`config.mk`:
```
export PLATFORM = sky130hd
export DESIGN_NAME = serial_comparator_flat
export DESIGN_NICKNAME = d
export VERILOG_FILES = /design/src/rtl/serial_comparator_if.sv /design/src/rtl/serial_comparator.sv /design/src/flat_wrapper.sv
export SDC_FILE = /design/constraint.sdc
export NUM_CORES = 1
export LEC_CHECK = 0
export ABC_AREA = 1
export CAP_MARGIN = 20
export CORE_UTILIZATION = 35
export DETAILED_ROUTE_END_ITERATION = 8
export PLACE_DENSITY_LB_ADDON = 0.05
export SETUP_SLACK_MARGIN = 0.5
export SLEW_MARGIN = 20
export SYNTH_ARGS = -nofsm -noshare
export SYNTH_HDL_FRONTEND = slang
export SYNTH_SLANG_ARGS = --single-unit
```
`constraint.sdc`:
```
create_clock -name clk -period 3.3 [get_ports clk]
set_input_delay 0.33 -clock clk [delete_from_list [all_inputs] [get_ports clk]]
set_output_delay 0.33 -clock clk [all_outputs]
set_load 0.005 [all_outputs]
```
`src/rtl/serial_comparator_if.sv`:
```
// Handshake bundle for serial_comparator.
//   master : operand source / result consumer (drives beats and out_ready)
//   slave  : the comparator (drives in_ready, result flags and err)
// Signals:
//   in_valid/in_ready  beat handshake; in_first marks bit 1 of a pair
//   a_bit/b_bit        current operand bits
//   out_valid/out_ready result handshake; f1 = A>B, f2 = A==B, f3 = A<B
//   err                one-cycle framing-error pulse
interface serial_comparator_if;
   logic in_valid;
   logic in_ready;
   logic in_first;
   logic a_bit;
   logic b_bit;
   logic out_valid;
   logic out_ready;
   logic f1;
   logic f2;
   logic f3;
   logic err;

   modport master (
      output in_valid, in_first, a_bit, b_bit, out_ready,
      input  in_ready, out_valid, f1, f2, f3, err
   );

   modport slave (
      input  in_valid, in_first, a_bit, b_bit, out_ready,
      output in_ready, out_valid, f1, f2, f3, err
   );
endinterface

```
`src/rtl/serial_comparator.sv`:
```
// Bit-serial magnitude comparator. Two WIDTH-bit operands arrive one bit pair
// per accepted beat; once all WIDTH beats are in, a one-hot GT/EQ/LT result is
// held on the output handshake until taken.
// Ports:
//   clk    rising-edge clock
//   rst_n  asynchronous active-low reset
//   bus    serial_comparator_if.slave (beat input, result output, err pulse)
// Parameters:
//   WIDTH      operand length, 1..16
//   MSB_FIRST  1: MSB arrives first, 0: LSB arrives first
//
// state | meaning
// IDLE  | waiting for a beat with in_first=1
// CMP   | collecting beats 2..WIDTH of a frame
// DONE  | result presented, waiting for out_ready
module serial_comparator #(
   parameter int WIDTH     = 2,
   parameter int MSB_FIRST = 1
) (
   input logic             clk,
   input logic             rst_n,
   serial_comparator_if.slave bus
);

   localparam int CW = $clog2(WIDTH + 1);
   localparam logic [CW-1:0] CNT_MAX = CW'(WIDTH);
   localparam logic [CW-1:0] CNT_ONE = CW'(1);

   typedef enum logic [1:0] {IDLE, CMP, DONE} state_t;
   typedef enum logic [1:0] {D_EQ, D_GT, D_LT} dec_t;

   state_t          state, state_nxt;
   logic [CW-1:0]   count, count_nxt;
   dec_t            dec, dec_nxt;
   logic            err_nxt;

   logic            in_ready_q, in_ready_nxt;
   logic            out_valid_q, out_valid_nxt;
   logic [2:0]      f_q, f_nxt;
   logic            err_q;

   logic            accept;
   dec_t            beat_dec;

   // Acceptance uses the registered in_ready so the handshake seen by the
   // source is exactly the one the block acts on.
   assign accept   = bus.in_valid && in_ready_q;
   assign beat_dec = (bus.a_bit == bus.b_bit) ? D_EQ :
                     (bus.a_bit ? D_GT : D_LT);

   always_ff @(posedge clk or negedge rst_n) begin
      if (!rst_n) begin
         state       <= IDLE;
         count       <= '0;
         dec         <= D_EQ;
         in_ready_q  <= 1'b0;
         out_valid_q <= 1'b0;
         f_q         <= 3'b000;
         err_q       <= 1'b0;
      end else begin
         state       <= state_nxt;
         count       <= count_nxt;
         dec         <= dec_nxt;
         in_ready_q  <= in_ready_nxt;
         out_valid_q <= out_valid_nxt;
         f_q         <= f_nxt;
         err_q       <= err_nxt;
      end
   end

   always_comb begin
      state_nxt = state;
      count_nxt = count;
      dec_nxt   = dec;
      err_nxt   = 1'b0;
      case (state)
         IDLE: begin
            if (accept) begin
               if (bus.in_first) begin
                  count_nxt = CNT_ONE;
                  dec_nxt   = beat_dec;
                  state_nxt = (WIDTH == 1) ? DONE : CMP;
               end else begin
                  err_nxt = 1'b1;
               end
            end
         end
         CMP: begin
            if (accept) begin
               if (bus.in_first) begin
                  // Restart: the offending beat becomes bit 1 of a new frame.
                  err_nxt   = 1'b1;
                  count_nxt = CNT_ONE;
                  dec_nxt   = beat_dec;
                  state_nxt = (WIDTH == 1) ? DONE : CMP;
               end else begin
                  count_nxt = count + CNT_ONE;
                  if (MSB_FIRST != 0) begin
                     // First differing bit is most significant; lock it in.
                     if (dec == D_EQ)
                        dec_nxt = beat_dec;
                  end else if (beat_dec != D_EQ) begin
                     // Later bits are more significant; let them overwrite.
                     dec_nxt = beat_dec;
                  end
                  if (count + CNT_ONE == CNT_MAX)
                     state_nxt = DONE;
               end
            end
         end
         DONE: begin
            if (bus.out_ready) begin
               state_nxt = IDLE;
               count_nxt = '0;
               dec_nxt   = D_EQ;
            end
         end
         default: begin
            state_nxt = IDLE;
            count_nxt = '0;
            dec_nxt   = D_EQ;
         end
      endcase
   end

   // Outputs are registered from the next state so they line up with it.
   always_comb begin
      in_ready_nxt  = (state_nxt != DONE);
      out_valid_nxt = (state_nxt == DONE);
      f_nxt         = 3'b000;
      if (state_nxt == DONE) begin
         case (dec_nxt)
            D_GT:    f_nxt = 3'b100;
            D_LT:    f_nxt = 3'b001;
            default: f_nxt = 3'b010;
         endcase
      end
   end

   assign bus.in_ready  = in_ready_q;
   assign bus.out_valid = out_valid_q;
   assign bus.f1        = f_q[2];
   assign bus.f2        = f_q[1];
   assign bus.f3        = f_q[0];
   assign bus.err       = err_q;

endmodule

```
`src/flat_wrapper.sv`:
```
// flat-port wrapper written by rule: the top's interface ports become plain ports
module serial_comparator_flat 
#(
   parameter int WIDTH     = 2,
   parameter int MSB_FIRST = 1
)
  (clk, rst_n, bus_in_valid, bus_in_first, bus_a_bit, bus_b_bit, bus_out_ready, bus_in_ready, bus_out_valid, bus_f1, bus_f2, bus_f3, bus_err);
  serial_comparator_if bus_i ();
  input logic clk;
  input logic rst_n;
  input wire logic [$bits(bus_i.in_valid)-1:0] bus_in_valid;
  input wire logic [$bits(bus_i.in_first)-1:0] bus_in_first;
  input wire logic [$bits(bus_i.a_bit)-1:0] bus_a_bit;
  input wire logic [$bits(bus_i.b_bit)-1:0] bus_b_bit;
  input wire logic [$bits(bus_i.out_ready)-1:0] bus_out_ready;
  output wire logic [$bits(bus_i.in_ready)-1:0] bus_in_ready;
  output wire logic [$bits(bus_i.out_valid)-1:0] bus_out_valid;
  output wire logic [$bits(bus_i.f1)-1:0] bus_f1;
  output wire logic [$bits(bus_i.f2)-1:0] bus_f2;
  output wire logic [$bits(bus_i.f3)-1:0] bus_f3;
  output wire logic [$bits(bus_i.err)-1:0] bus_err;
  assign bus_i.in_valid = bus_in_valid;
  assign bus_i.in_first = bus_in_first;
  assign bus_i.a_bit = bus_a_bit;
  assign bus_i.b_bit = bus_b_bit;
  assign bus_i.out_ready = bus_out_ready;
  assign bus_in_ready = bus_i.in_ready;
  assign bus_out_valid = bus_i.out_valid;
  assign bus_f1 = bus_i.f1;
  assign bus_f2 = bus_i.f2;
  assign bus_f3 = bus_i.f3;
  assign bus_err = bus_i.err;
  serial_comparator #(.WIDTH(WIDTH), .MSB_FIRST(MSB_FIRST)) u_core (.clk(clk), .rst_n(rst_n), .bus(bus_i));
endmodule
```
==> results_tabular.tex, run 1 <==
\begin{tabular}{lr}
\hline
Metric & Value \\
\hline
\multicolumn{2}{l}{\textbf{Timing}} \\
Clk\_skew & 0.00214 ns \\
Transition at the pin with the smallest max-transition slack & 0.524 ns \\
Crit share post-route & 51.9\% \\
Final hold vios & 0 \\
Max-slew violation count & 0 \\
Worst slew slack as a fraction of its limit & 64.9\% \\
RSZ-0062 raised after global routing & no \\
Clock period minus final worst setup slack & roughly 1.7 ns \\
Post-route setup TNS & 0 ns \\
Finish-stage setup viols & 0 \\
Max Freq & 583 MHz \\
\multicolumn{2}{l}{\textbf{Final layout}} \\
Number of filler instances in the final layout & 186 \\
Final standard cell area without fillers & 863 um\^{}2 \\
Number of standard cells in the final layout excluding fillers & about 130 \\
Share of cells above drive strength 1 & 12.5\% \\
Area Overhead vs Synth & 27.8\% \\
Net count of the finished layout & 115 \\
Antenna diode count & 0 \\
Core occupancy in the finished layout & 48.9\% \\
\multicolumn{2}{l}{\textbf{Min path}} \\
Classification of the worst-slack hold path & input pin to async pin \\
\multicolumn{2}{l}{\textbf{Setup path}} \\
Number of cell instances on the worst register-to-register path & 7 \\
Largest fanout on the critical path & 6 \\
CP startpoint kind & input pin \\
Launch instance of the worst register-to-register path & u\_core.bus.in\_ready \\
CP required & 3.45 ns \\
Data arrival time of the critical path & 1.87 ns \\
Critical path capture point type & flip-flop \\
Reg-to-reg slack, setup & 1.82 ns \\
Critical path launch point & bus\_in\_first \\
Terminus of the critical flop-to-flop path & u\_core.f\_q[1] \\
End of the critical path & u\_core.f\_q[1] \\
Path type of the worst setup path & input pin to flip-flop \\
\multicolumn{2}{l}{\textbf{Place}} \\
Inst Count DP & approximately 130 \\
Area after detailed placement & 827 um\^{}2 \\
Last weighted congestion value of the routability-driven placer & 0.838 \\
Post-detail-place hpwl & 1030 um \\
Number of port buffers & 12 \\
\multicolumn{2}{l}{\textbf{CTS}} \\
Clock root buffer & clkbuf\_4 \\
Number of clock sinks & 12 \\
Clock-pin transition on the worst setup and hold timing paths & 0.07 ns \\
Inserted Clock Buffers & 3 \\
Hold bufs inserted after CTS & 0 \\
Maximum level of the CTS H-tree & 1 \\
Buffers from clock root to sink, at most & 2 \\
CTS tree & built \\
Source-to-sink clock delay at the later pin of the worst-skew pair & 0.26 ns \\
Post-CTS repair timing setup buffer count & 0 \\
Number of resized instances in the post-cts repair step & 0 \\
\multicolumn{2}{l}{\textbf{Yosys}} \\
Mux cell area share after synthesis & 0\% \\
Largest family of logic cells by synthesized area & simple AND/OR/NAND/NOR gates \\
Post-Synthesis Net Count & between 90 and 100 \\
Seq cells post-synth & 12 \\
Mapped Cells & 88 \\
Count of distinct cell types in the synthesized netlist & 16 \\
Xor/xnor share of the synthesized area & 0\% \\
Post-Syn Area per Cell & 7.68 um\^{}2 \\
Adder and majority gate portion of the synthesized area & 5.56\% \\
Post-synthesis instance area & about 680 um\^{}2 \\
Number of warning messages in the yosys log & 0 \\
Seq/Total Area, Yosys & 44.4\% \\
Compound-Gate Fraction of Synth Area & 5.56\% \\
Share of synthesized cell area in and, or, nand and nor gates & a little over a third \\
\multicolumn{2}{l}{\textbf{Die}} \\
Die width & 45.9 um \\
Full die area & 2110 um\^{}2 \\
Initial core utilization & 38.3\% \\
Number of ports placed on the die boundary & 13 \\
CORE AREA & 1760 um\^{}2 \\
Row count & 15 \\
Height of the die & $\sim$46 um \\
\multicolumn{2}{l}{\textbf{Global routing}} \\
Antenna violations before repair & 0 \\
Via count of the first global-routing pass & 510 \\
Global Route Usage Sum & 14.7\% \\
First-pass GRT wire length & 2160 um \\
Maximum number of pins on one net before global-route repair & 13 \\
Final global-route overflow total & 0 \\
\multicolumn{2}{l}{\textbf{Routing}} \\
Met3 wire len & 52 um \\
DRC marker count from the first detailed-route iteration & 18 \\
Overall via count from detail\_route & slightly below 600 \\
Initial DRT Pass Iterations & 4 \\
Antenna viol nets, final & 0 \\
Top routing layer in use & met3 \\
M1 wire length & 723 um \\
Post-Route WL & 1340 um \\
Detailed-route vias per instance & 4.54 \\
Per-cell routed wire length & about 10 um \\
Amount of wire on met2 after detailed routing & about 570 um \\
Drt drc & 0 \\
\multicolumn{2}{l}{\textbf{Outcome}} \\
Outcome & complete, no violations \\
\multicolumn{2}{l}{\textbf{Power}} \\
Maximum VDD drop & 345 uV \\
Power density relative to cell area & 700 nW/um\^{}2 \\
Static leakage & 0.446 nW \\
\multicolumn{2}{l}{\textbf{Flow run}} \\
Maximum capacitance violations & 0 \\
\hline
\end{tabular}
cells by family (layout without fill, tap and decap cells):
family	after synthesis	in the layout
simple gates	51	51
buf+inv	17	33
fa+ha+maj	3	3
compound gates	5	5
flops	12	12
Yosys cell counts, drive strengths merged:
cell type / count / area, um^2
nor2: 16 / 77.6
o21ai: 3 / 15.0
inv: 17 / 63.8
a21oi: 1 / 16.3
nand4: 2 / 12.5
ha: 3 / 37.5
dfrtp: 12 / 300
nand3: 12 / 60.1
o22ai: 1 / 6.26
nor4: 1 / 6.26
nand2: 19 / 73.8
or2: 1 / 6.26
layout by cell type (no fill, tap or decap):
cell             count
a21oi_4              1
clkbuf_4             3
clkbuf_8             1
clkdlybuf4s50_1     12
dfrtp_1             12
ha_1                 3
inv_1               14
inv_2                3
nand2_1             18
nand2_2              1
nand3_1             12
nand4_1              2
nor2_1              13
nor2_2               1
nor2_4               2
nor4_1               1
o21ai_0              3
o22ai_1              1
or2_2                1
power by group:
group	leakage [nW]	total, W	internal (W)	switching [W]
clock	0.0210	0.000112	0.0000669	0.0000449
sequential	0.151	0.000235	0.000194	0.0000416
combinational	0.274	0.000257	0.000108	0.000149
per-layer routing:
metal  vias to the layer above  global-route usage, %
met3                         0                   3.17
met5                         -                      0
met2                        13                   19.7
met4                         0                   7.06
li1                        307                      -
met1                       266                   22.0
sequential cells by signal (all words and copies together) (netlist names):
register              flops
u_core.bus.err            1
u_core.f_q                3
u_core.bus.in_ready       1
u_core.count              2
u_core.bus.out_valid      1
u_core.dec                2
u_core.state              2
layout make-up:
| class | count | area, um^2 | area share (%) |
|---|---|---|---|
| inverters | 17 | 63.8 | 7.39 |
| flip-flops and latches | 12 | 300 | 34.8 |
| multi-input cells | 59 | 312 | 36.1 |
| well taps | 25 | 31.3 | 3.62 |
| repair buffers | 12 | 120 | 13.9 |
| clock buffers | 4 | 36.3 | 4.20 |
how the worst min path moves through the flow:
stage | depth (start not counted) | startpoint | to | slack [ns]
after global placement | 2 | u_core.count[1] | u_core.count[1] | 0.48
after detailed placement | 2 | u_core.count[1] | u_core.count[1] | 0.47
after floorplan | 0 | rst_n | u_core.bus.err | 0.03
final | 1 | rst_n | u_core.f_q[2] | 0.41
after CTS | 1 | rst_n | u_core.bus.out_valid | 0.42
after global routing | 1 | rst_n | u_core.f_q[2] | 0.45
through the flow:
stage	hold slack, ns	worst slack [ns]	total power [W]
finish	0.408	1.59	0.000604
global route	0.447	1.46	0.000662
global placement	0.477	1.32	0.000500
detailed placement	0.471	1.33	0.000496
CTS	0.417	1.61	0.000614
floorplan	0.0344	1.98	0.000410
critical path: stages:
cell and delay (ns):
clkdlybuf4s50_1 0.62, nand3_1 0.20, nand2_1 0.12, nand2_1 0.05, nor2_1 0.10, nor2_1 0.07, ha_1 0.28, inv_1 0.05
nor2_1 0.04
Power figures use the tool's default switching activity.
==> run 2: changes to the inputs <==
==> constraint.sdc (replaced) <==
create_clock -name clk -period 1.77 [get_ports clk]
set_input_delay 0.177 -clock clk [delete_from_list [all_inputs] [get_ports clk]]
set_output_delay 0.177 -clock clk [all_outputs]
set_load 0.005 [all_outputs]
==> run 2 against run 1 <==
  * Clock skew down 0.0014 ns
  * Sequential share of layout area down 3.3 points
  * Utilization rose by 5.6 points
  * Cell area is 11% higher
  * Global-route usage increased by 0.083 points
  * First-iteration DRC count down 56%
  * Non-clock buffer count increased by 7
  * Largest power group unchanged
==> results_tabular.tex, run 2 (synthesis gave the netlist of run 1 again) <==
\begin{tabular}{lr}
\hline
Metric & Value \\
\hline
\multicolumn{2}{l}{\textbf{Final layout}} \\
Flip-flop count of the largest register after layout & 3 (unchanged) \\
Most common cell after layout, fill and taps aside & nand2\_1 \\
Most frequent cells in the layout & nand2\_1, inv\_1, nor2\_1, dfrtp\_1, nand3\_1 \\
Antenna diode count & 0 (unchanged) \\
Largest reg by FF count & u\_core.f\_q \\
Number of standard cells in the final layout excluding fillers & 136 (+5.4\%) \\
Area Overhead vs Synth & 42.4\% \\
Share of cells above drive strength 1 & 27.0\% (+15 points) \\
Net count of the finished layout & 122 (+6.1\%) \\
\multicolumn{2}{l}{\textbf{Flow run}} \\
Maximum capacitance violations & 0 (unchanged) \\
\multicolumn{2}{l}{\textbf{Routing}} \\
Per-cell routed wire length & 10.2 um (-2.0\%) \\
DRC marker count from the first detailed-route iteration & 8 (-10) \\
Detailed-route vias per instance & 4.51 (-0.61\%) \\
Overall via count from detail\_route & 614 (+4.8\%) \\
Drt drc & 0 (unchanged) \\
Antenna viol nets, final & 0 (unchanged) \\
Post-Route WL & 1390 um (+3.3\%) \\
Initial DRT Pass Iterations & 4 (unchanged) \\
\multicolumn{2}{l}{\textbf{Global routing}} \\
Final global-route overflow total & 0 (unchanged) \\
First-pass GRT wire length & 2190 um (+1.6\%) \\
Maximum number of pins on one net before global-route repair & 13 (unchanged) \\
Global Route Usage Sum & 14.8\% (+0.083 points) \\
Via count of the first global-routing pass & 527 (+3.3\%) \\
Antenna violations before repair & 0 (unchanged) \\
\multicolumn{2}{l}{\textbf{Setup path}} \\
Number of cell instances on the worst register-to-register path & 7 (unchanged) \\
Critical path's most frequent cell & nor2\_1 \\
Critical path capture point type & flip-flop \\
Largest fanout on the critical path & 6 (unchanged) \\
Launch instance of the worst register-to-register path & u\_core.state[1] \\
Path type of the worst setup path & flip-flop to flip-flop \\
CP required & 1.92 ns (-1.53 ns) \\
Total buffers and inverters traversed by the critical path & 2 (unchanged) \\
Slowest Stage Delay on Critical Path & 0.48 ns (-0.14 ns) \\
Data arrival time of the critical path & 1.49 ns (-0.38 ns) \\
Largest delay contributor family on the critical path & flip-flops \\
Reg-to-reg slack, setup & 0.44 ns (-1.38 ns) \\
CP cell instances & inv\_4 -> nand4\_1 -> o21ai\_1 -> nor2\_1 -> ha\_1 -> inv\_1 -> nor2\_1 \\
Terminus of the critical flop-to-flop path & u\_core.f\_q[1] \\
CP startpoint kind & flip-flop \\
Crit-path slowest cell & dfrtp\_2 \\
\multicolumn{2}{l}{\textbf{CTS}} \\
Source-to-sink clock delay at the later pin of the worst-skew pair & 0.26 ns (about the same) \\
Inserted Clock Buffers & 3 (unchanged) \\
Buffers from clock root to sink, at most & 2 (unchanged) \\
Maximum level of the CTS H-tree & 1 (unchanged) \\
CTS tree & built \\
Clock-pin transition on the worst setup and hold timing paths & 0.07 ns (about the same) \\
Number of clock sinks & 12 (unchanged) \\
Clock root buffer & clkbuf\_4 \\
\multicolumn{2}{l}{\textbf{Timing}} \\
Max Freq & 750 MHz \\
Clock period minus final worst setup slack & $\sim$1.3 ns \\
Worst slew slack as a fraction of its limit & 66.0\% (+1.1 points) \\
RSZ-0062 raised after global routing & yes \\
Post-route setup TNS & 0 ns (unchanged) \\
Clk\_skew & 0.000716 ns (-0.00142 ns) \\
Crit share post-route & 75.4\% \\
Finish-stage setup viols & 0 (unchanged) \\
Transition at the pin with the smallest max-transition slack & 0.508 ns (-0.0165 ns) \\
Final hold vios & 0 (unchanged) \\
Worst Hold Slack & 0.250 ns (-0.158 ns) \\
Max-slew violation count & 0 (unchanged) \\
\multicolumn{2}{l}{\textbf{Power}} \\
Power density relative to cell area & 1240 nW/um\^{}2 (+77\%) \\
Net switching fraction of the power & 39.1\% (+0.15 points) \\
Fraction of power consumed by combinational cells & 45.1\% (+2.6 points) \\
Sequential Power Share & 37.5\% (-1.5 points) \\
Clock network fraction of total power & 17.4\% (-1.1 points) \\
Internal power contribution & 0.000727 W (+97\%) \\
Maximum VDD drop & 627 uV (+82\%) \\
Static leakage & 0.552 nW (+24\%) \\
Switching power & 0.000466 W (+98\%) \\
\multicolumn{2}{l}{\textbf{Die}} \\
Initial core utilization & 38.3\% (unchanged) \\
Die width & 45.9 um (unchanged) \\
Row count & 15 (unchanged) \\
Full die area & 2110 um\^{}2 (unchanged) \\
CORE AREA & 1760 um\^{}2 (unchanged) \\
Number of ports placed on the die boundary & 13 (unchanged) \\
Height of the die & 45.9 um (unchanged) \\
\multicolumn{2}{l}{\textbf{Place}} \\
Number of port buffers & 12 (unchanged) \\
Last weighted congestion value of the routability-driven placer & 0.850 (+1.4\%) \\
Post-detail-place hpwl & 1060 um (+2.2\%) \\
Inst Count DP & 128 (+2.4\%) \\
\multicolumn{2}{l}{\textbf{Min path}} \\
Classification of the worst-slack hold path & input pin to async pin \\
\multicolumn{2}{l}{\textbf{Outcome}} \\
Outcome & complete, no violations \\
\hline
\end{tabular}
run 2: timing repair:
action | CTS | global route
cloned | 0 | 0
hold buffers | 0 | 0
setup buffers | 1 | 3
setup endpoints to repair | 7 | 6
pin swaps | 5 | 7
resized for setup | 11 | 10
run 2: worst register-to-register path, cell delays in order (launching register included):
cell and delay, ns:
dfrtp_2 0.48, inv_4 0.10, nand4_1 0.10, o21ai_1 0.13, nor2_1 0.07, ha_1 0.26
inv_1 0.05, nor2_1 0.03
run 2: power by group through the flow:
stage / Clock, W / Sequential (W) / Combinational [W]
after floorplan: 0 / 0.000434 / 0.000333
after global placement: 0 / 0.000446 / 0.000497
after detailed placement: 0 / 0.000445 / 0.000491
after CTS: 0.000216 / 0.000446 / 0.000491
after global routing: 0.000231 / 0.000457 / 0.000621
final: 0.000207 / 0.000448 / 0.000539
run 2: cell type report:
class,instances,area (um^2)
fill,180,802
multi-input combinational,59,352
sequential,12,303
timing repair buffer,19,174
inverter,17,66.3
clock buffer,4,36.3
tap,25,31.3
run 2: worst max-delay path by stage:
stage | from | to | slack (ns) | cells past startpoint
detailed placement | bus_in_first | u_core.f_q[1] | 0.09 | 9
global placement | bus_in_first | u_core.f_q[1] | 0.06 | 9
CTS | u_core.state[1] | u_core.f_q[1] | 0.39 | 8
global route | u_core.bus.in_ready | u_core.f_q[1] | 0.33 | 8
finish | u_core.state[1] | u_core.f_q[1] | 0.44 | 7
floorplan | u_core.state[1] | u_core.f_q[1] | 0.47 | 8
run 2: per-layer routing:
layer | vias up | track usage (%) | part of all wire [%]
met5 | - | 0 | 0
met1 | 271 | 22.0 | 51
met3 | 2 | 1.19 | 3.2
met2 | 15 | 21.4 | 45
met4 | 0 | 7.06 | 1.0
li1 | 326 | - | -
run 2: through the flow:
step                area [um^2]  total power, W  utilization (%)  setup slack (ns)
finish                      962         0.00119             54.5             0.436
global route                962         0.00131             54.5             0.333
CTS                         905         0.00115             51.3             0.394
detailed placement          852        0.000936             48.3            0.0935
global placement            852        0.000943             48.3            0.0558
floorplan                   678        0.000767                -             0.474
==> run 3: changes to the inputs <==
==> constraint.sdc (replaced) <==
create_clock -name clk -period 1.09 [get_ports clk]
set_input_delay 0.109 -clock clk [delete_from_list [all_inputs] [get_ports clk]]
set_output_delay 0.109 -clock clk [all_outputs]
set_load 0.005 [all_outputs]
==> run 3 against run 2 <==
  * Clock power increased by 33%
  * Maximum frequency fell by 2.2%
  * Utilization up 11 points
  * Sequential share of layout area shrank 5.5 points
  * First-iteration DRC count rose to 2.5 times the previous value
  * Sequential cell count is the same
  * Die area did not move
  * The run now ends with setup timing left
  * Register-to-register slack worse by 0.71 ns
  * Largest cell class unchanged
  * Global-route usage up 2.4 points
  * Non-clock buffer count is 17 higher
  * Power increased by 110%
==> results_tabular.tex, run 3 (synthesis gave the netlist of run 1 again) <==
\begin{tabular}{lr}
\hline
Metric & Value \\
\hline
\multicolumn{2}{l}{\textbf{Outcome}} \\
Outcome & finished, violations left \\
Failing checks & setup timing \\
\multicolumn{2}{l}{\textbf{Setup path}} \\
Largest fanout on the critical path & 5 (-1) \\
Critical path capture point type & flip-flop \\
Data arrival time of the critical path & 1.57 ns (+0.08 ns) \\
CP cell instances & nand2\_4 -> nor2\_4 -> nand2\_2 -> o21ai\_1 -> nor2\_2 -> ha\_4 -> inv\_2 -> nor2\_1 \\
CP startpoint kind & flip-flop \\
Slowest Stage Delay on Critical Path & 0.46 ns (-0.02 ns) \\
Total buffers and inverters traversed by the critical path & 1 (-1) \\
Crit-path slowest cell & dfrtp\_2 \\
Path type of the worst setup path & flip-flop to flip-flop \\
CP required & 1.29 ns (-0.63 ns) \\
Largest delay contributor family on the critical path & simple AND/OR/NAND/NOR gates \\
\multicolumn{2}{l}{\textbf{Timing}} \\
Post-route setup TNS & -1.57 ns (-1.57 ns) \\
Clk\_skew & 0.00651 ns (+0.00580 ns) \\
Clock period minus final worst setup slack & 1.36 ns (+0.0300 ns) \\
Final hold vios & 0 (unchanged) \\
Worst slew slack as a fraction of its limit & 80.3\% (+14 points) \\
Crit share post-route & 125\% (+50 points) \\
Max-slew violation count & 0 (unchanged) \\
Worst setup slack after layout & -0.274 ns (-0.710 ns) \\
Transition at the pin with the smallest max-transition slack & 0.294 ns (-0.214 ns) \\
Max Freq & 733 MHz (-2.2\%) \\
Worst Hold Slack & 0.135 ns (-0.115 ns) \\
RSZ-0062 raised after global routing & yes \\
Finish-stage setup viols & 11 (+11) \\
\multicolumn{2}{l}{\textbf{Place}} \\
Post-detail-place hpwl & 1280 um (+21\%) \\
Last weighted congestion value of the routability-driven placer & 0.866 (+1.8\%) \\
Number of port buffers & 12 (unchanged) \\
\multicolumn{2}{l}{\textbf{Final layout}} \\
Flip-flop count of the largest register after layout & 3 (unchanged) \\
Core occupancy in the finished layout & 66.0\% (+11 points) \\
Share of cells above drive strength 1 & 55.5\% (+28 points) \\
Largest reg by FF count & u\_core.f\_q \\
Antenna diode count & 0 (unchanged) \\
Net count of the finished layout & 139 (+14\%) \\
Area Overhead vs Synth & 72.4\% \\
Most frequent cells in the layout & buf\_4, inv\_1, nand2\_1 \\
Most common cell after layout, fill and taps aside & buf\_4 \\
\multicolumn{2}{l}{\textbf{Routing}} \\
Overall via count from detail\_route & 702 (+14\%) \\
Drt drc & 0 (unchanged) \\
DRC marker count from the first detailed-route iteration & 20 (+12) \\
Per-cell routed wire length & 12.1 um (+19\%) \\
Detailed-route vias per instance & 4.59 (+1.6\%) \\
Initial DRT Pass Iterations & 4 (unchanged) \\
Antenna viol nets, final & 0 (unchanged) \\
Post-Route WL & 1850 um (+34\%) \\
\multicolumn{2}{l}{\textbf{Global routing}} \\
First-pass GRT wire length & 2530 um (+15\%) \\
Final global-route overflow total & 0 (unchanged) \\
Via count of the first global-routing pass & 617 (+17\%) \\
Global Route Usage Sum & 17.2\% (+2.4 points) \\
Antenna violations before repair & 0 (unchanged) \\
Maximum number of pins on one net before global-route repair & 13 (unchanged) \\
\multicolumn{2}{l}{\textbf{CTS}} \\
Maximum level of the CTS H-tree & 1 (unchanged) \\
Inserted Clock Buffers & 3 (unchanged) \\
Clock-pin transition on the worst setup and hold timing paths & 0.07 ns (about the same) \\
Clock root buffer & clkbuf\_4 \\
Source-to-sink clock delay at the later pin of the worst-skew pair & 0.27 ns (about the same) \\
Number of clock sinks & 12 (unchanged) \\
CTS tree & built \\
Buffers from clock root to sink, at most & 2 (unchanged) \\
\multicolumn{2}{l}{\textbf{Min path}} \\
Classification of the worst-slack hold path & input pin to async pin \\
\multicolumn{2}{l}{\textbf{Die}} \\
Initial core utilization & 38.3\% (unchanged) \\
Die width & 45.9 um (unchanged) \\
Full die area & 2110 um\^{}2 (unchanged) \\
CORE AREA & 1760 um\^{}2 (unchanged) \\
Height of the die & 45.9 um (unchanged) \\
Number of ports placed on the die boundary & 13 (unchanged) \\
Row count & 15 (unchanged) \\
\multicolumn{2}{l}{\textbf{Power}} \\
Total design power & 0.00248 W (+110\%) \\
Power density relative to cell area & 2130 nW/um\^{}2 (+72\%) \\
Maximum VDD drop & 1230 uV (+96\%) \\
Static leakage & 0.606 nW (+9.8\%) \\
\multicolumn{2}{l}{\textbf{Flow run}} \\
Maximum capacitance violations & 0 (unchanged) \\
\hline
\end{tabular}
[run 3: changes by cell type in the layout (fill, tap and decap cells not counted), sizes merged]
| cell | previous run | this run |
|---|---|---|
| buf | 7 | 29 |
| clkdlybuf4s15 | 0 | 1 |
| clkdlybuf4s50 | 4 | 5 |
| dlygate4sd2 | 5 | 1 |
| dlymetal6s2s | 3 | 0 |
[run 3: repair_timing]
item                                    in CTS  in global routing
resized for setup                           38                 24
endpoints found under the setup margin      18                 18
hold buffers                                 0                  0
cloned                                       0                  0
setup buffers                                3                  3
pin swaps                                    9                 15
endpoints found under the hold margin        0                  0
[run 3: where the power goes]
part	switching, W	total, W	leakage [nW]	internal (W)
clock network	0.000134	0.000276	0.0150	0.000141
registers	0.000126	0.000719	0.149	0.000593
logic	0.000752	0.00149	0.442	0.000735
total	0.00101	0.00248	0.606	0.00147
[run 3: cell type report]
cell class	count	area (um^2)
clock buffers	4	26.3
fillers	159	599
repair buffers	36	294
well taps	25	31.3
inverters	17	66.3
multi-input cells	59	444
flip-flops and latches	12	303
[run 3: final timing paths]
check                           startpoint              end  slack (ns)  cells after the start
max in group asynchronous            rst_n  u_core.state[1]        0.78                      2
max reg2reg                u_core.state[1]    u_core.f_q[1]       -0.27                      8
min                                  rst_n    u_core.f_q[2]        0.14                      2
max                        u_core.state[1]    u_core.f_q[1]       -0.27                      8
min reg2reg                u_core.count[1]  u_core.count[1]        0.51                      2
min in group clk              bus_in_first   u_core.bus.err        0.45                      3
[run 3: metal layers]
metal	GRT usage (%)	part of all wire, %
met2	27.9	52
met3	1.59	3.9
met4	8.82	1.3
met5	0	0
met1	22.6	43
[run 3: metrics by stage]
stage / instance area (um^2) / worst slack, ns / std cells
after detailed placement: 973 / -0.573 / 143
after floorplan: 687 / -0.205 / 88
after global placement: 973 / -0.599 / 143
after global routing: 1160 / -0.327 / 153
after CTS: 1060 / -0.228 / 150
final: 1160 / -0.274 / 153
==> RTL change (flow settings as in run 2) <==
`WIDTH` is set to 2 in 2 places; all go to 4. Comments in the files are not updated.
--- a/src/rtl/serial_comparator.sv
+++ b/src/rtl/serial_comparator.sv
@@ -14,7 +14,7 @@
 // CMP   | collecting beats 2..WIDTH of a frame
 // DONE  | result presented, waiting for out_ready
 module serial_comparator #(
-   parameter int WIDTH     = 2,
+   parameter int WIDTH     = 4,
    parameter int MSB_FIRST = 1
 ) (
    input logic             clk,
--- a/src/flat_wrapper.sv
+++ b/src/flat_wrapper.sv
@@ -1,7 +1,7 @@
 // flat-port wrapper written by rule: the top's interface ports become plain ports
 module serial_comparator_flat 
 #(
-   parameter int WIDTH     = 2,
+   parameter int WIDTH     = 4,
    parameter int MSB_FIRST = 1
 )
   (clk, rst_n, bus_in_valid, bus_in_first, bus_a_bit, bus_b_bit, bus_out_ready, bus_in_ready, bus_out_valid, bus_f1, bus_f2, bus_f3, bus_err);
Check against the original RTL: not equivalent (a bounded check fails within 4 cycles, from zero or initial values and one cycle with rst_n low).
==> RTL change against run 2 <==
Final cell count up 11%; total power down 13%; setup slack better by 0.0073 ns; critical path type unchanged; routed wire length up 18%; critical endpoint unchanged; synthesized area up 9.8%; sequential cell count up 1; design area up 14%.
==> RTL change: results (changes against run 2) <==
[run_status]
status=finished, final reports clean

[final_layout]
reg_top3=u_core.count (3), u_core.f_q (3)
antenna_cells=0  ; unchanged
drive_above_1_share_pct=33.9  ; +6.8 points

[worst_setup_path]
cp_max_fo=4  ; -2
reg2reg_from=u_core.state[1]$_DFF_PN0_
r2r_end=u_core.f_q[1]$_DFF_PN0_
ff2ff_path_depth=7  ; unchanged
ff2ff_setup_slack_ns=0.44
arrival_ns=1.49  ; about the same

[power_and_ir_drop]
static-leakage-power_nw=0.609  ; +10%
vdd_drop_max_uv=546  ; -13%

[global_route]
grt_pass1_wl_um=2530  ; +15%
grt_max_degree=14  ; +1
grt_usage_pct=16.6  ; +1.9 points
antenna_found_initial=0  ; unchanged
grt_pass1_vias=610  ; +16%

[logic_synthesis]
synth_top_area_share_pct=43.8  ; -0.60 points
yosys_warnings=0  ; unchanged
async_flop_share_pct=100  ; unchanged
ys.flop_type=dfrtp_1
syn_inst=94  ; +6.8%
synthTopCellsByCount=nand2_1 (24), inv_1 (15), dfrtp_1 (13), nor2_1 (11), nand3_1 (5)
seq_area_frac_synth_pct=43.8  ; -0.60 points
synthTopCellsByArea=dfrtp_1 (44%), nand2_1 (12%), inv_1 (7.6%)
synth.net_count=105  ; +7.1%
synth.distinct_cells=19  ; +3

[placed_design]
placed_cell_area_um2=911  ; +6.9%
io_buffer_count=12  ; unchanged
place.gp.congestion=0.799  ; -6.0%
dp.cells=135  ; +5.5%
hpwl_um=1150  ; +8.9%

[clock_tree]
clkTransAtPathRegs_ns=0.08
root_buffer=clkbuf_4
cts_max_path_buffers=2  ; unchanged
cts_buffers=3  ; unchanged
h-tree-depth=1  ; unchanged
clk_latency_ns=0.27

[drt]
dr.pass1.iters=2  ; -2
detail_route.wl_per_cell_um=10.8  ; +6.2%
num_vias=704  ; +15%
routed_wl_um=1640  ; +18%
drtIter0Drc=3  ; -5

[floorplanning]
die_w_um=48.0  ; +4.6%

[sta]
worst_slew_pin_slew_ns=0.571  ; +0.0634 ns
fin_worst_skew_ns=0.00332  ; +0.00260 ns

[worst_hold_path]
min_path_type=in2async

-- RTL change: cell count changes after synthesis, sizes merged, moves of 2 or more --
cell and change:
o21ai +3, nand3 -5, nor2 -3, a21oi +2, nand2 +7
-- RTL change: what timing repair did --
action | CTS | global route
setup endpoints to repair | 9 | 8
gates resized for setup | 16 | 15
gates cloned | 0 | 0
pin swaps | 3 | 10
buffers inserted | 4 | 8
-- RTL change: layer usage --
| metal | vias up | GRT usage, % | share of wire [%] |
|---|---|---|---|
| li1 | 355 | - | - |
| met3 | 4 | 3.02 | 2.7 |
| met4 | 0 | 10.6 | 1.3 |
| met1 | 335 | 22.3 | 48 |
| met5 | - | 0 | 0 |
| met2 | 10 | 24.6 | 48 |
-- RTL change: final cells by class --
cell class	instances	area [um2]
fill	187	890
multi-input combinational	64	414
sequential	13	329
clock buffer	4	26.3
inverter	17	66.3
tap	27	33.8
timing repair buffer	26	223
-- RTL change: critical path, cell delays in order, from the launching register on --
cell and delay (ns):
dfrtp_2 0.46, nor2_2 0.15, nand2_1 0.08, o21ai_1 0.12, nor2_1 0.06, ha_1 0.26
inv_1 0.07, a21oi_2 0.03
-- RTL change: per-stage QoR --
| step | power [W] | util, % | hold WS, ns | setup slack [ns] |
|---|---|---|---|---|
| final | 0.00104 | 55.1 | 0.264 | 0.444 |
| after global routing | 0.00113 | 55.1 | 0.333 | 0.352 |
| after CTS | 0.000940 | 49.5 | 0.297 | 0.402 |
| after detailed placement | 0.000733 | 46.0 | 0.516 | 0.0426 |
| after global placement | 0.000729 | 46.0 | 0.503 | 0.0592 |
| after floorplan | 0.000633 | - | -0.119 | 0.439 |
-- RTL change: how the worst max path moves through the flow --
stage / endpoint / start / slack (ns) / cells after the start
2_1_floorplan: u_core.f_q[1]$_DFF_PN0_ / u_core.bus.in_ready$_DFF_PN0_ / 0.44 / 8
3_3_place_gp: u_core.f_q[1]$_DFF_PN0_ / bus_in_valid / 0.06 / 9
3_5_place_dp: u_core.f_q[1]$_DFF_PN0_ / bus_in_valid / 0.04 / 9
4_1_cts: u_core.f_q[1]$_DFF_PN0_ / u_core.state[1]$_DFF_PN0_ / 0.40 / 8
5_1_grt: u_core.f_q[1]$_DFF_PN0_ / u_core.bus.in_ready$_DFF_PN0_ / 0.35 / 8
6_report: u_core.f_q[1]$_DFF_PN0_ / u_core.state[1]$_DFF_PN0_ / 0.44 / 7
-- RTL change: cells by family after synthesis --
group                      synth area share, %
and+or+nand+nor                           32.9
buffers and inverters                     8.60
DFF                                       43.8
AOI/OAI and AO/OA                         7.93
adders and majority gates                 6.75
-- RTL change: power by group --
part	internal, W	leakage [nW]	switching [W]
Combinational	0.000208	0.435	0.000242
Clock	0.0000873	0.0150	0.0000941
Sequential	0.000358	0.159	0.0000500
